## src/rtl/vec_mem_rd_port.sv

```systemverilog
`default_nettype none
// ============================================================================
// vec_mem_rd_port : vector LSU read port -- credit-limited req/gnt issue to
//                   memory, in-order response FIFO, flush with drain.
// Rev 1.0
// ============================================================================
module vec_mem_rd_port #(
  parameter int XLEN       = 32,
  parameter int SEW        = 32,
  parameter int FIFO_DEPTH = 4
) (
  input  logic            clk,
  input  logic            rst,
  input  logic            lsu_req_valid,
  input  logic [XLEN-1:0] lsu_req_addr,
  output logic            lsu_req_ready,
  output logic            mem_req,
  output logic [XLEN-1:0] mem_addr,
  input  logic            mem_gnt,
  input  logic            mem_rvalid,
  input  logic [SEW-1:0]  mem_rdata,
  output logic            lsu_rsp_valid,
  output logic [SEW-1:0]  lsu_rsp_data,
  input  logic            lsu_rsp_ready,
  input  logic            flush,
  output logic            busy,
  output logic            err_unexp
);
  localparam int c_PW = $clog2(FIFO_DEPTH);
  localparam int c_CW = c_PW + 1;
  localparam logic [c_CW:0] c_DEPTH_W = (c_CW+1)'(FIFO_DEPTH);
  localparam logic [c_CW-1:0] c_DEPTH = c_CW'(FIFO_DEPTH);

  typedef enum logic [1:0] {IDLE = 2'd0, ACTIVE = 2'd1, DRAIN = 2'd2} state_t;

  state_t            r_state;
  logic              r_mem_req;
  logic [XLEN-1:0]   r_mem_addr;
  logic [c_CW-1:0]   r_outst;
  logic [c_CW-1:0]   r_drop_cnt;
  logic [c_CW-1:0]   r_fifo_cnt;
  logic [c_PW-1:0]   r_wptr;
  logic [c_PW-1:0]   r_rptr;
  logic [SEW-1:0]    r_fifo [FIFO_DEPTH];
  logic              r_err;

  logic              w_gnt;
  logic              w_accept;
  logic              w_rv_ok;
  logic              w_rv_drop;
  logic              w_push;
  logic              w_pop;
  logic              w_credit_ok;
  logic [c_CW:0]     w_inflight;
  logic [c_CW-1:0]   w_outst_nxt;

  // The held request is counted even when granted this cycle: it still
  // becomes a FIFO entry, so every accepted address owns one slot.
  assign w_inflight  = (c_CW+1)'(r_mem_req) + {1'b0, r_outst} + {1'b0, r_fifo_cnt};
  assign w_credit_ok = w_inflight < c_DEPTH_W;

  assign w_gnt         = r_mem_req & mem_gnt;
  assign lsu_req_ready = !rst && !flush && (r_state != DRAIN)
                         && (!r_mem_req || mem_gnt) && w_credit_ok;
  assign w_accept      = lsu_req_valid & lsu_req_ready;
  assign w_rv_ok       = mem_rvalid && (r_outst != '0);
  assign w_rv_drop     = w_rv_ok && (r_drop_cnt != '0);
  assign w_push        = w_rv_ok && (r_drop_cnt == '0) && !flush;
  assign w_pop         = lsu_rsp_valid && lsu_rsp_ready && !flush;
  assign w_outst_nxt   = r_outst + c_CW'(w_gnt) - c_CW'(w_rv_ok);

  assign mem_req       = r_mem_req;
  assign mem_addr      = r_mem_addr;
  assign lsu_rsp_valid = (r_fifo_cnt != '0);
  assign lsu_rsp_data  = r_fifo[r_rptr];
  assign busy          = (r_state != IDLE);
  assign err_unexp     = r_err;

  always_ff @(posedge clk or posedge rst) begin
    if (rst) begin
      r_state <= IDLE;
    end else if (flush) begin
      r_state <= (w_outst_nxt != '0) ? DRAIN : IDLE;
    end else begin
      case (r_state)
        IDLE:    if (w_accept) r_state <= ACTIVE;
        ACTIVE:  if (!r_mem_req && r_outst == '0 && r_fifo_cnt == '0 && !w_accept)
                   r_state <= IDLE;
        DRAIN:   if (r_drop_cnt == '0) r_state <= IDLE;
        default: r_state <= IDLE;
      endcase
    end
  end

  always_ff @(posedge clk or posedge rst) begin
    if (rst) begin
      r_mem_req  <= 1'b0;
      r_mem_addr <= '0;
      r_outst    <= '0;
      r_drop_cnt <= '0;
      r_fifo_cnt <= '0;
      r_wptr     <= '0;
      r_rptr     <= '0;
      r_err      <= 1'b0;
      for (int i = 0; i < FIFO_DEPTH; i++) r_fifo[i] <= '0;
    end else begin
      if (flush) begin
        r_mem_req <= 1'b0;
      end else if (w_accept) begin
        r_mem_req  <= 1'b1;
        r_mem_addr <= lsu_req_addr;
      end else if (w_gnt) begin
        r_mem_req <= 1'b0;
      end

      r_outst <= w_outst_nxt;

      if (flush)          r_drop_cnt <= w_outst_nxt;
      else if (w_rv_drop) r_drop_cnt <= r_drop_cnt - 1'b1;

      if (mem_rvalid && r_outst == '0) r_err <= 1'b1;

      if (flush) begin
        r_fifo_cnt <= '0;
        r_wptr     <= '0;
        r_rptr     <= '0;
      end else begin
        if (w_push) begin
          r_fifo[r_wptr] <= mem_rdata;
          r_wptr         <= r_wptr + 1'b1;
        end
        if (w_pop) r_rptr <= r_rptr + 1'b1;
        r_fifo_cnt <= r_fifo_cnt + c_CW'(w_push) - c_CW'(w_pop);
      end
    end
  end

  a_no_push_full: assert property (@(posedge clk) disable iff (rst)
                                   !(w_push && r_fifo_cnt == c_DEPTH));

endmodule
`default_nettype wire
```

## config.mk

```make
export PLATFORM = sky130hd
export DESIGN_NAME = vec_mem_rd_port
export DESIGN_NICKNAME = d
export VERILOG_FILES = /design/src/rtl/vec_mem_rd_port.sv
export SDC_FILE = /design/constraint.sdc
export NUM_CORES = 1
export LEC_CHECK = 0
export CAP_MARGIN = 10
export CORE_ASPECT_RATIO = 0.6
export CORE_MARGIN = 2
export CORE_UTILIZATION = 54
export DETAILED_ROUTE_END_ITERATION = 8
export PLACE_DENSITY_LB_ADDON = 0.15
export SLEW_MARGIN = 10
export SYNTH_ARGS = -nofsm -noshare
export SYNTH_HDL_FRONTEND = slang
export SYNTH_SLANG_ARGS = --single-unit
```

## constraint.sdc

```tcl
create_clock -name clk -period 6.6 [get_ports clk]
set_clock_uncertainty 0.05 [all_clocks]
set_input_delay 0.99 -clock clk [delete_from_list [all_inputs] [get_ports clk]]
set_output_delay 0.99 -clock clk [all_outputs]
set_load 0.02 [all_outputs]
```

==> results.ini <==
[die]
rows = 35
die_w_um = 165
design.die.area_um2 = 16700
io_pins = 140
die_h_um = 101
start_util = 0.550
core-area_um2 = 15300

[logic_synthesis]
yosysUniqueCellTypes = 38
syn_avg_cell_area_um2 = 17.5
synth_top_area_frac = 0.525
ys.flop_type = dfrtp_1
yosys_warnings = 0
synth-seq-cells = 177
synthTopCellsByArea = dfrtp_1 53%, mux2_4 26%, mux4_2 8.5%
yosys.area.top_type = dfrtp_1
postSynthNetCount = 569
syn_area_um2 = 8430
synth_async_sr_flop_share = 1.00
synthCells = 483
synth_seq_area_share = 0.525
synth_edf_count = 0

[clock_network]
clk_path_buf_depth = 2
cts_setup_buffers = 0
clk_pin_slew_ns = 0.07
ctsHoldBuffers = 0
cts_sinks = 177
clk_latency_ns = 0.41
cts_tree = yes
cts_buffers = 17
cts_resized = 0
cts_root_buffer = clkbuf_16
htree_levels = 4

[timing]
drv_slew = 0
rsz0062_at_grt = false
fmax_mhz = 247
tns_ns = 0
worst_pin_slew_ns = 1.08
hold_viol_final = 0
fin_crit_sh = 0.614
relSlewSlack = 0.281
setup_violations = 0
fin_crit_ns = 4.05

[layout]
mostFrequentLayoutCells = 175 x dfrtp_1, 148 x mux2_4, 139 x clkdlybuf4s50_1
post-route-util = 0.679
drive_gt1_frac = 0.382
final_common_cell = dfrtp_1
area_delta_synth_final_pct = 23.5
final_nets = 699
fillers = 1030
diodes = 0

[min_path]
min_path_type = reg2reg

[pwr]
p_leak_nw = 4.74
pwr_density_cell_nw_per_um2 = 435
peakVddDrop_mv = 0.271

[grt]
grt_max_degree = 113
globalRouteTotalUtil = 0.207
grt_pass1_wl_mm = 26.4
grt_pass1_vias = 4782
grt_antenna_before_repair = 0
overflow = 0

[detailed_routing]
via_per_inst = 5.41
drtAntennaViolNets = 0
wl_per_cell_um = 19.5
wl_mm = 16.2
vias = 4483
route.detailed.drc = 0
drt_iter0_drc = 212
drt_first_pass_iters = 4

[critical_path]
endpoint_kind = output pin
crit_fanout = 21
cp.required_ns = 5.56
worstSetupPathType = in2out
startpoint_type = input pin
cp.arrival_ns = 3.01

[placement]
io_buffers = 139
place_hpwl_mm = 10.1
place.gp.congestion = 0.768

[run_status]
run_status = completed

[job]
drv_cap = 0

==> cells in the mapped netlist, drive strengths merged (2+ instances only) <==
cell / number
nand2: 4
ha: 13
nor2b: 3
nor4: 2
nor2: 9
and2: 5
nand2b: 3
nand3: 2
o31ai: 3
buf: 23
o21ai: 3
mux2: 160
xnor2: 4
inv: 12
dfrtp: 177
clkbuf: 7
a21o: 2
xor2: 4
or3: 2
mux4: 32
fa: 2
==> flip-flops by register name, summed over array words and instances (netlist names) <==
name        cells
r_wptr          2
r_rptr          2
mem_addr       32
r_outst         3
r_fifo        128
r_drop_cnt      3
err_unexp       1
r_state         2
mem_req         1
r_fifo_cnt      3
==> worst max-delay path, cell delays in order <==
cell and delay [ns]:
clkdlybuf4s50_1 0.78, nor2_1 0.24, o2111ai_1 0.15, nor4_1 0.20, clkdlybuf4s50_1 0.65
==> worst paths after layout <==
kind	slack, ns	cells past startpoint	start	end
max in group asynchronous	3.92	3	rst	r_fifo[66]
min in group asynchronous	1.19	2	rst	mem_req
worst min register to register	0.42	1	err_unexp	err_unexp
worst min-delay path	0.42	1	err_unexp	err_unexp
worst max register to register	3.76	5	r_outst[2]	mem_addr[15]
worst max-delay path	2.55	5	flush	lsu_req_ready
==> report_power, final <==
part	internal [mW]	switching, mW
clock	0.589	0.439
combinational	1.11	0.772
sequential	1.41	0.209
total	3.11	1.42
==> logic make-up (layout without fill, tap and decap cells) <==
kind of cell | after synthesis | after routing | synth area share
compound gates | 12 | 12 | 0.0104
simple gates | 36 | 36 | 0.0260
buf+inv | 42 | 185 | 0.0401
fa+ha+maj | 15 | 15 | 0.0240
xor+xnor | 8 | 8 | 0.00831
flops | 177 | 177 | 0.525
mux | 193 | 193 | 0.366
==> per-layer routing <==
layer | vias up | part of all wire | GRT usage
met5 | - | 0 | 0
met1 | 2382 | 0.51 | 0.315
met3 | 6 | 0.046 | 0.0510
met4 | 0 | 0.0041 | 0.0385
met2 | 97 | 0.44 | 0.309
li1 | 1998 | - | -
==> stage by stage <==
step                      instances  hold WS [ns]  total power [mW]  area [um^2]  setup slack (ns)
after global routing            829         0.460              4.79        10400              2.35
final                           829         0.418              4.53        10400              2.55
after detailed placement        797         0.401              3.53         9810              2.52
after CTS                       829         0.426              4.58        10400              2.53
after global placement          797         0.392              3.49         9810              2.63
after floorplan                 483         0.397              2.82         8430             0.758
==> area by class of cell <==
| cell class | instances | area, um^2 | share of cell area |
|---|---|---|---|
| well taps | 203 | 254 | 0.0244 |
| clock inverters | 12 | 145 | 0.0139 |
| flip-flops and latches | 177 | 4430 | 0.426 |
| multi-input cells | 264 | 3670 | 0.352 |
| inverters | 12 | 50.0 | 0.00481 |
| repair buffers | 141 | 1410 | 0.135 |
| clock buffers | 20 | 457 | 0.0439 |
No activity file was read; power rests on OpenSTA's default activity.
